## src/rtl/seq_mon_pkg.sv

```systemverilog
// Shared types and step-prediction helpers for the counter sequence monitor.
package seq_mon_pkg;

    localparam int COUNT_W = 3;

    typedef enum logic [1:0] {
        UNLOCKED = 2'd0,
        LOCKED   = 2'd1,
        FAULT    = 2'd2
    } seq_state_t;

    function automatic logic [COUNT_W-1:0] bin_next(input logic [COUNT_W-1:0] cur);
        return cur + 3'd1;
    endfunction

    // Reflected Gray order 000,001,011,010,110,111,101,100 then back to 000.
    function automatic logic [COUNT_W-1:0] gray_next(input logic [COUNT_W-1:0] cur);
        logic [COUNT_W-1:0] nxt;
        case (cur)
            3'b000:  nxt = 3'b001;
            3'b001:  nxt = 3'b011;
            3'b011:  nxt = 3'b010;
            3'b010:  nxt = 3'b110;
            3'b110:  nxt = 3'b111;
            3'b111:  nxt = 3'b101;
            3'b101:  nxt = 3'b100;
            3'b100:  nxt = 3'b000;
            default: nxt = 3'b000;
        endcase
        return nxt;
    endfunction

    function automatic logic is_wrap(input logic mode, input logic [COUNT_W-1:0] cur);
        return mode ? (cur == 3'b100) : (cur == 3'b111);
    endfunction

endpackage

```

## src/rtl/seq_next_calc.sv

```systemverilog
// Predicts the next legal counter value and whether that step is a wrap.
// Gray prediction is only built when SEQMON_GRAY_EN is defined.
module seq_next_calc
    import seq_mon_pkg::*;
(
    input  logic               prev_m,
    input  logic [COUNT_W-1:0] prev_count,
    output logic [COUNT_W-1:0] exp_count,
    output logic               wrap
);

    // Select predictor by the mode in effect when the counter stepped.
    always_comb begin
`ifdef SEQMON_GRAY_EN
        if (prev_m) begin
            exp_count = gray_next(prev_count);
        end else begin
            exp_count = bin_next(prev_count);
        end
`else
        exp_count = bin_next(prev_count);
`endif
        wrap = is_wrap(prev_m, prev_count);
    end

endmodule

```

## src/rtl/count_seq_monitor.sv

```systemverilog
// Checks a 3-bit binary/Gray counter step by step and tracks wraps, errors and fault.
// Optional macro SEQMON_GRAY_EN enables checking of Gray-mode (M=1) steps.
module count_seq_monitor
    import seq_mon_pkg::*;
#(
    parameter int ERR_LIMIT = 4,
    parameter int ERR_W     = 4,
    parameter int WRAP_W    = 8
) (
    input  logic               Clk,
    input  logic               Reset,
    input  logic               Enable,
    input  logic               M,
    input  logic [COUNT_W-1:0] Count,
    output logic               Locked,
    output logic               ErrPulse,
    output logic [ERR_W-1:0]   ErrCount,
    output logic [WRAP_W-1:0]  WrapCount,
    output logic               Fault
);

    seq_state_t         state_r;
    logic [COUNT_W-1:0] prev_count_r;
    logic               prev_m_r;
    logic               locked_r;
    logic               err_pulse_r;
    logic               fault_r;
    logic [ERR_W-1:0]   err_cnt_r;
    logic [WRAP_W-1:0]  wrap_cnt_r;

    logic [COUNT_W-1:0] exp_s;
    logic               wrap_s;
    logic               check_en_s;
    logic               mismatch_s;
    logic               wrap_hit_s;
    logic [ERR_W-1:0]   err_inc_s;
    logic [WRAP_W-1:0]  wrap_inc_s;

    seq_next_calc u_next (
        .prev_m     (prev_m_r),
        .prev_count (prev_count_r),
        .exp_count  (exp_s),
        .wrap       (wrap_s)
    );

    // Step classification and saturating increments.
    always_comb begin
`ifdef SEQMON_GRAY_EN
        check_en_s = 1'b1;
`else
        check_en_s = ~prev_m_r;
`endif
        if (check_en_s) begin
            mismatch_s = (Count != exp_s);
            wrap_hit_s = (Count == exp_s) && wrap_s;
        end else begin
            mismatch_s = 1'b0;
            wrap_hit_s = 1'b0;
        end
        if (err_cnt_r == {ERR_W{1'b1}}) begin
            err_inc_s = err_cnt_r;
        end else begin
            err_inc_s = err_cnt_r + ERR_W'(1);
        end
        if (wrap_cnt_r == {WRAP_W{1'b1}}) begin
            wrap_inc_s = wrap_cnt_r;
        end else begin
            wrap_inc_s = wrap_cnt_r + WRAP_W'(1);
        end
    end

    // FSM, sample history and counters; FAULT freezes everything until reset.
    always_ff @(posedge Clk) begin
        if (Reset) begin
            state_r      <= UNLOCKED;
            prev_count_r <= 3'd0;
            prev_m_r     <= 1'b0;
            locked_r     <= 1'b0;
            err_pulse_r  <= 1'b0;
            fault_r      <= 1'b0;
            err_cnt_r    <= {ERR_W{1'b0}};
            wrap_cnt_r   <= {WRAP_W{1'b0}};
        end else begin
            case (state_r)
                UNLOCKED: begin
                    err_pulse_r <= 1'b0;
                    fault_r     <= 1'b0;
                    if (Enable) begin
                        prev_count_r <= Count;
                        prev_m_r     <= M;
                        state_r      <= LOCKED;
                        locked_r     <= 1'b1;
                    end else begin
                        locked_r     <= 1'b0;
                    end
                end
                LOCKED: begin
                    if (Enable) begin
                        // Resync on every sample so one glitch yields one error.
                        prev_count_r <= Count;
                        prev_m_r     <= M;
                        err_pulse_r  <= mismatch_s;
                        if (mismatch_s) begin
                            err_cnt_r <= err_inc_s;
                            if (err_inc_s == ERR_W'(ERR_LIMIT)) begin
                                state_r  <= FAULT;
                                fault_r  <= 1'b1;
                                locked_r <= 1'b0;
                            end else begin
                                locked_r <= 1'b1;
                            end
                        end else begin
                            locked_r <= 1'b1;
                            if (wrap_hit_s) begin
                                wrap_cnt_r <= wrap_inc_s;
                            end
                        end
                    end else begin
                        state_r     <= UNLOCKED;
                        locked_r    <= 1'b0;
                        err_pulse_r <= 1'b0;
                    end
                end
                FAULT: begin
                    locked_r    <= 1'b0;
                    err_pulse_r <= 1'b0;
                    fault_r     <= 1'b1;
                end
                default: begin
                    state_r     <= UNLOCKED;
                    locked_r    <= 1'b0;
                    err_pulse_r <= 1'b0;
                end
            endcase
        end
    end

    assign Locked    = locked_r;
    assign ErrPulse  = err_pulse_r;
    assign ErrCount  = err_cnt_r;
    assign WrapCount = wrap_cnt_r;
    assign Fault     = fault_r;

endmodule

```

## config.mk

```make
export PLATFORM = sky130hd
export DESIGN_NAME = count_seq_monitor
export DESIGN_NICKNAME = d
export VERILOG_FILES = /design/src/rtl/seq_mon_pkg.sv /design/src/rtl/seq_next_calc.sv /design/src/rtl/count_seq_monitor.sv
export SDC_FILE = /design/constraint.sdc
export NUM_CORES = 1
export LEC_CHECK = 0
export ABC_CLOCK_PERIOD_IN_PS = 2500
export CAP_MARGIN = 20
export CORE_UTILIZATION = 40
export CTS_BUF_LIST = sky130_fd_sc_hd__clkbuf_4
export DETAILED_ROUTE_END_ITERATION = 10
export DONT_BUFFER_PORTS = 1
export HOLD_SLACK_MARGIN = 0.06
export PLACE_DENSITY = 0.51
export SETUP_SLACK_MARGIN = 0.15
export SYNTH_ARGS = -nofsm -noshare
export SYNTH_HDL_FRONTEND = slang
export SYNTH_SLANG_ARGS = --single-unit
```

## constraint.sdc

```tcl
create_clock -name Clk -period 2.5 [get_ports Clk]
set_input_delay 0.125 -clock Clk [delete_from_list [all_inputs] [get_ports Clk]]
set_output_delay 0.125 -clock Clk [all_outputs]
set_load 0.05 [all_outputs]
```

* Word level (Yosys, flattened, before mapping)
Index checks and enable logic that the tools add are counted.
** Operators by class
- Eq/ne operators :: 15
- Add/sub/neg operators :: 3
- Mux-type cells :: 18
- Reduce and logical (&&, ||, !) cells :: 10
- Bitwise operators :: 5
** Operators by type and width (number)
- $mux W1 :: 10
- $add A8 B1 Y8 const B :: 1
- $eq A8 B8 Y1 const B :: 1
- $mux W2 :: 4
- $ne A2 B2 Y1 const B :: 4
- $reduce_and A4 Y1 :: 2
- $eq A3 B3 Y1 const B :: 2
- $ne A3 B3 Y1 const B :: 2
- $pmux W2 S3 :: 1
- $not A1 Y1 :: 5
- $reduce_and A5 Y1 :: 1
- $add A4 B1 Y4 const B :: 1
- $eq A4 B3 Y1 const B :: 1
- $eq A4 B4 Y1 const B :: 1
- $mux W4 :: 1
- $add A3 B1 Y3 const B :: 1
- $eq A3 B3 Y1 :: 1
- $ne A3 B3 Y1 :: 1
- $pmux W1 S3 :: 1
- $reduce_and A3 Y1 :: 1
- $reduce_bool A3 Y1 :: 1
- $reduce_or A3 Y1 :: 1
- $eq A2 B1 Y1 const B :: 1
- $eq A2 B2 Y1 const B :: 1
- 5 further kinds :: 5
** Word-level totals
- Register bits :: 21
- Bits of input ports :: 7
- Output and inout port bits :: 15

* Logic depth before layout (Yosys ltp)
Gate-level depths: netlist of the first run.
- Depth after elaboration :: 7
- Depth in mapped cells :: 7
- Mapped depth without buffers :: 7

* Modules after synthesis
From an unflattened synthesis of the first run, not the netlist that was laid out.
** Unflattened totals
- Cells, all modules :: 136
- Area total of the unflattened synthesis :: 1206.2 um^2
** By module, submodules not included
- count_seq_monitor :: times used 1, cells each 130, area an instance 1157.4 um^2, sequential area each 420.4 um^2
- seq_next_calc :: times used 1, cells each 6, area an instance 48.8 um^2, sequential area each 0.0 um^2

* Worst setup path after synthesis of the first run
OpenSTA, ideal clock, no wires.
- Path kind :: reg-to-reg
- From :: register err_cnt_r[1], in the netlist ErrCount[1]
- To :: register state_r[1]
- Data arrival time :: 2.086 ns
- Setup slack :: 0.328 ns
- Cell stages (with the launch flop) :: 7
- Path buffers :: 0
- Required time :: 2.414 ns
- Period minus slack after synthesis :: 2.172 ns
- Cell sequence :: dfxtp_1 > ha_1 > or3b_2 > and4b_1 > nor3_2 > a21oi_1 > a211oi_1
** Between the ends
- Word-level cells in the longest chain between the ends :: 5
** RTL lines
- start: declaration :: line count_seq_monitor.sv:28 : logic [ERR_W-1:0] err_cnt_r;
- start signal: assignment :: line count_seq_monitor.sv:81 : err_cnt_r <= {ERR_W{1'b0}};
- start signal: assignment :: line count_seq_monitor.sv:104 : err_cnt_r <= err_inc_s;
- $add A4 B1 Y4 / $eq A4 B4 Y1 (equally long branches) :: line count_seq_monitor.sv:63, count_seq_monitor.sv:60
- $mux W4 (*) :: line count_seq_monitor.sv:60 : if (err_cnt_r == {ERR_W{1'b1}}) begin
- $eq A4 B3 Y1 (*) :: line count_seq_monitor.sv:105 : if (err_inc_s == ERR_W'(ERR_LIMIT)) begin
- $ne A3 B3 Y1 (no line) (*)
- $reduce_and A4 Y1 (no line) (*)
- end signal: assignment :: line count_seq_monitor.sv:75 : state_r <= UNLOCKED;
- end signal: assignment :: line count_seq_monitor.sv:106 : state_r <= FAULT;
- end signal: assignment :: line count_seq_monitor.sv:119 : state_r <= UNLOCKED;
- end: declaration :: line count_seq_monitor.sv:22 : seq_state_t state_r;
Mark *: on every way between the ends. The rest lies on a longest branch, timed or not.
A chain may end at the register's enable or synchronous reset.

* Worst setup path after layout of the first run
- From :: register state_r[1]
- To :: register wrap_cnt_r[5], in the netlist WrapCount[5]
** Between the ends
- Word-level cells in the longest chain between the ends :: 2
** RTL lines
- start signal: assignment :: line count_seq_monitor.sv:75
- start signal: assignment :: line count_seq_monitor.sv:91 : state_r <= LOCKED;
- start signal: assignment :: line count_seq_monitor.sv:106
- $eq A2 B1 Y1 :: line count_seq_monitor.sv:84 : case (state_r)
- $reduce_and A5 Y1 (no line)
- end signal: assignment :: line count_seq_monitor.sv:82 : wrap_cnt_r <= {WRAP_W{1'b0}};
- end signal: assignment :: line count_seq_monitor.sv:115 : wrap_cnt_r <= wrap_inc_s;
- end: declaration :: line count_seq_monitor.sv:29 : logic [WRAP_W-1:0] wrap_cnt_r;
No other way between the ends.

==> results.yml, run 1 <==
synth:
  synth_common_cells: "dfxtp_1 (21), nor2_1 (11), mux2i_1 (8)"
  synth_most_common_cell: "dfxtp_1"
  yosysWarnings: 0
  yosysSeqAreaShare: 0.364
  synth_edf_count: 0
  ys.flop_type: "dfxtp_1"
  synth_top_cell_by_area: "dfxtp_1"
  synth_fp_nets: 131
  async_flop_share: 0
  synth_area_leaders: "dfxtp_1 (36%), ha_1 (7.6%), mux2i_1 (6.9%)"
  synth_top_area_share: 0.364
  synth_cell_types: 42
  synth_area_per_cell_um2: 9.88
  synth-seq-cells: 21
  syn_area_um2: 1160
  syn_inst: 117
status:
  outcome: "finished, final reports clean"
die:
  fp.coreArea_um2: 2760
  dieArea_um2: 3110
  die_w_um: 55.8
  fp-row-count: 19
  start_util: 0.419
  fp.dieH_um: 55.8
  io_pins: 22
clocking:
  path_clk_slew_ns: 0.11
  clock_latency_ns: 0.30
  cts_resized: 0
  cts_root_buf: "clkbuf_4"
  cts_tree: "built"
  cts_sinks: 21
  ctsLongestPathBuffers: 2
  htreeDepth: 1
  cts_made_buffers: 3
sta:
  slew_violations: 0
  skew_ns: 0.00103
  tightest_slew_ns: 0.804
  relSlewSlack: 0.462
  fin_crit_sh: 0.815
  fin_ws_ns: 0.462
  rsz0062_at_grt: "false"
  finalHoldViolations: 0
  period_minus_slack_ns: 2.04
  fin_tns_setup_ns: 0
  fmax_mhz: 491
  setup_violations: 0
detailed_routing:
  firstDrtPassIters: 5
  drtIter0Drc: 30
  wl_mm: 2.38
  avgViaCountPerCell: 5.48
  post_drt_wl_per_cell_um: 14.1
  drc_errors: 0
  vias: 921
  drtAntennaViolNets: 0
final_layout:
  fill_cells: 263
  areaGrowthSynthToFinish_pct: 18.3
  final_util: 0.496
  drive_gt1_frac: 0.175
  seqCellArea_um2: 420
  final_nets: 152
  multiInputGateArea_um2: 717
  insertedDiodeCount: 0
setup_path:
  arrival_ns: 2.27
  cp.required_ns: 2.73
  crit_fanout: 6
  endpoint_kind: "register"
  startpoint_type: "register"
  critPathKind: "reg2reg"
power_and_ir_drop:
  leakage_uw: 0.000600
  power.density_nw_per_um2: 674
  irDropWorstVdd_mv: 0.477
grt:
  grt_max_degree: 24
  grt_pass1_vias: 908
  grt_antenna_before_repair: 0
  grt_usage: 0.176
  grt_pass1_wl_mm: 4.35
  grt_overflow: 0
worst_hold_path:
  min_path_type: "in2reg"
placed_design:
  place_worst_setup_slack_ns: 0.501
  gp_congestion: 0.742
  io_buffers: 0
  hpwl_mm: 1.69
run:
  maxCapViolations: 0
[final cells by class]
cell class | instances | area share
flip-flops and latches | 21 | 0.307
well taps | 31 | 0.0284
clock buffers | 4 | 0.0220
multi-input cells | 91 | 0.524
inverters | 3 | 0.00823
repair buffers | 18 | 0.110
[stage by stage]
step / cells / hold slack, ns / total power (µW) / instance area (µm²)
4_1_cts: 168 / 0.0918 / 937 / 1370
6_report: 168 / 0.112 / 921 / 1370
3_5_place_dp: 158 / 0.200 / 740 / 1280
3_3_place_gp: 158 / 0.197 / 737 / 1280
5_1_grt: 168 / 0.120 / 978 / 1370
2_1_floorplan: 117 / 0.269 / 690 / 1160
[report_power, final]
part	total (µW)	switching [µW]	internal, µW
Combinational	295	164	131
Clock	175	102	73.0
Sequential	451	76.0	375
Total	921	342	579
[logic make-up (layout without fill, tap and decap cells)]
family | Yosys count | after routing | synth area share
AOI/OAI and AO/OA | 17 | 17 | 0.101
xor gates and xnor gates | 9 | 9 | 0.0931
adders and majority gates | 7 | 7 | 0.0758
buffers and inverters | 5 | 25 | 0.0162
DFF | 21 | 21 | 0.364
muxes | 8 | 8 | 0.0693
and+or+nand+nor | 50 | 50 | 0.281
[metal layers]
layer / GRT usage / share of wire / vias up
met5: 0 / 0 / -
met4: 0.0500 / 0.013 / 0
met3: 0.0628 / 0.042 / 4
met2: 0.255 / 0.43 / 14
met1: 0.247 / 0.51 / 428
li1: - / - / 475
[state kept, by name (all words and copies together) (netlist names)]
signal and flops:
Locked 1, prev_m_r 1, WrapCount 8, prev_count_r 3, state_r 2, ErrPulse 1, ErrCount 4, Fault 1
[repair_timing]
item                       4_1_cts  5_1_grt
hold endpoints to repair        21        0
setup endpoints to repair        0        0
setup buffers                    0        0
hold buffers                     6        0
[path summary, 6_finish.rpt]
path	from	endpoint	slack, ns	cells after the start
max	state_r[1]	WrapCount[5]	0.46	7
min	Enable	Fault	0.11	3
min reg2reg	state_r[0]	state_r[0]	0.53	2
max reg2reg	state_r[1]	WrapCount[5]	0.46	7
[cells in the final DEF (no fill, tap or decap), types with 2 or more instances in the layout]
master          n
dfxtp_1        21
buf_4          12
nor2_1         11
mux2i_1         8
a21oi_1         7
ha_1            7
dlygate4sd3_1   6
xor2_1          5
nand3_1         5
nand4_1         4
nand2_1         4
nand2b_1        4
clkbuf_4        4
inv_1           3
and4b_1         3
nand4b_1        2
and3_1          2
o21ai_1         2
nor2b_1         2
nor3_1          2
[worst max-delay path, cell delays in order (launching register included)]
cell and delay, ns:
dfxtp_1 0.36, inv_1 0.08, ha_1 0.21, nand2_1 0.16, and4bb_4 0.41, nand3_4 0.12, or4_1 0.49, a21oi_1 0.14
No activity file was read; power rests on OpenSTA's default activity.
==> inputs of run 2 (changes only) <==
Settings changed: ABC_AREA from default to 1, ABC_CLOCK_PERIOD_IN_PS 2500 to 2000.
Clock period 2.5 ns to 2 ns, I/O delays scaled along.
==> run 2 against run 1 <==
Against the previous run: critical path depth grew 1; utilization grew 0.75 points; combinational power grew 11%; setup slack lost 0.053 ns; highest routed layer unchanged.
==> results.yml, run 2 <==
status:
  outcome: "finished, final reports clean"
die:
  start_util: 0.427
  die_w_um: 56.5
  fp.dieH_um: 56.5
  dieArea_um2: 3190
  fp.coreArea_um2: 2780
  io_pins: 22
  fp-row-count: 19
clocking:
  cts_tree: "built"
  path_clk_slew_ns: 0.12
  ctsLongestPathBuffers: 2
  cts_root_buf: "clkbuf_4"
  cts_setup_buffers: 0
  htreeDepth: 1
  cts_resized: 0
  clock_latency_ns: 0.30
  cts_made_buffers: 3
  cts_sinks: 21
grt:
  grt_pass1_vias: 999
  grt_overflow: 0
  grt_pass1_wl_mm: 4.35
  grt_usage: 0.174
  grt_antenna_before_repair: 0
  grt_max_degree: 13
placed_design:
  io_buffers: 0
  dpl.cell_count: 214
  place_worst_setup_slack_ns: 0.423
  hpwl_mm: 1.99
  gp_congestion: 0.834
setup_path:
  cp.required_ns: 2.24
  critPathKind: "reg2reg"
  arrival_ns: 1.83
  crit_fanout: 9
  endpoint_kind: "register"
  startpoint_type: "register"
final_layout:
  drive_gt1_frac: 0.119
  instances_no_fill: 224
  fill_cells: 290
  largest_register_ffs: 8
  areaGrowthSynthToFinish_pct: 17.8
  final_util: 0.503
  final_common_cell: "nand2_1"
  final_nets: 208
  mostFrequentLayoutCells: "nand2_1 (47), inv_1 (22), dfxtp_1 (21)"
  seqCellArea_um2: 420
  insertedDiodeCount: 0
  multiInputGateArea_um2: 671
sta:
  hold_slack_ns: 0.116
  fin_ws_ns: 0.409
  rsz0062_at_grt: "false"
  finalHoldViolations: 0
  fmax_mhz: 629
  tightest_slew_ns: 0.510
  fin_tns_setup_ns: 0
  skew_ns: 0.00208
  relSlewSlack: 0.659
  slew_violations: 0
  period_minus_slack_ns: 1.59
  setup_violations: 0
  fin_crit_sh: 0.795
synth:
  synth_cell_types: 21
  synth_top_cell_by_area: "dfxtp_1"
  synth_area_leaders: "dfxtp_1 (35%), nand2_1 (15%), a21oi_1 (7.6%)"
  synth_area_per_cell_um2: 6.87
  syn_area_um2: 1190
  synth-seq-cells: 21
  synth_most_common_cell: "nand2_1"
  yosysSeqAreaShare: 0.354
  synth_fp_nets: 187
  yosysWarnings: 0
  ys.flop_type: "dfxtp_1"
  synth_common_cells: "nand2_1 (47), inv_1 (22), dfxtp_1 (21)"
  synth_edf_count: 0
  syn_inst: 173
  async_flop_share: 0
  synth_top_area_share: 0.354
detailed_routing:
  firstDrtPassIters: 4
  vias: 1097
  wl_mm: 2.62
  post_drt_wl_per_cell_um: 11.7
  drc_errors: 0
  avgViaCountPerCell: 4.90
  drtIter0Drc: 43
  drtAntennaViolNets: 0
power_and_ir_drop:
  leakage_uw: 0.000680
  irDropWorstVdd_mv: 0.529
  power.density_nw_per_um2: 780
run:
  maxCapViolations: 0
worst_hold_path:
  min_path_type: "in2reg"
## run 2: cell count changes after synthesis, moves of 3 or more
cell / previous run / this run
a21oi_1: 7 / 18
nand3_1: 5 / 12
nand2b_1: 4 / 0
o21ai_0: 0 / 8
and4b_1: 3 / 0
inv_1: 3 / 22
nand2_1: 4 / 47
nor2_1: 11 / 16
mux2i_1: 8 / 0
## run 2: logic make-up (layout without fill, tap and decap cells)
group / after synthesis / in the layout / share of synthesized area
simple gates: 84 / 84 / 0.319
compound gates: 28 / 28 / 0.120
buf+inv: 26 / 46 / 0.0821
flops: 21 / 21 / 0.354
fa+ha+maj: 7 / 7 / 0.0737
xor+xnor: 7 / 7 / 0.0516
## run 2: what timing repair did
action | in CTS | in global routing
endpoints found under the hold margin | 17 | 0
hold buffers | 6 | 0
endpoints found under the setup margin | 0 | 0
## run 2: final timing paths
| path | startpoint | end | slack, ns | cells after the start |
|---|---|---|---|---|
| worst max-delay path | state_r[1] | WrapCount[7] | 0.41 | 8 |
| worst min register to register | state_r[1] | state_r[1] | 0.52 | 2 |
| worst min-delay path | Enable | state_r[1] | 0.12 | 4 |
| worst max register to register | state_r[1] | WrapCount[7] | 0.41 | 8 |
## run 2: stage by stage
stage          instance area (µm²)  power [µW]
2_1_floorplan                 1190         804
3_5_place_dp                  1310         872
4_1_cts                       1400        1110
6_report                      1400        1090
3_3_place_gp                  1310         862
5_1_grt                       1400        1180
## run 2: layer usage
layer / track usage / share of wire / routed length [µm] / vias up
li1: - / - / - / 595
met3: 0.0253 / 0.030 / 78 / 2
met1: 0.228 / 0.48 / 1260 / 487
met2: 0.286 / 0.48 / 1260 / 13
met4: 0.0732 / 0.0061 / 16 / 0
met5: 0 / 0 / 0 / -
## run 2: worst max-delay path, stage by stage (launching register included)
cell	delay [ns]
dfxtp_1	0.36
inv_1	0.08
ha_1	0.22
nand2_1	0.14
nor3b_4	0.35
nand2_4	0.13
inv_2	0.08
nand2_1	0.05
a21oi_1	0.12
## run 2: power breakdown
part / total [µW] / switching, µW / leakage, µW / internal, µW
logic: 327 / 214 / 0.000490 / 114
registers: 545 / 80.5 / 0.000171 / 465
clock network: 220 / 129 / 0.0000184 / 91.3
total: 1090 / 423 / 0.000680 / 670
## run 2: area by class of cell
| cell class | count | share of cell area |
|---|---|---|
| Multi-Input combinational cell | 126 | 0.479 |
| Sequential cell | 21 | 0.300 |
| Timing Repair Buffer | 18 | 0.107 |
| Inverter | 24 | 0.0643 |
| Tap cell | 31 | 0.0277 |
| Clock buffer | 4 | 0.0214 |
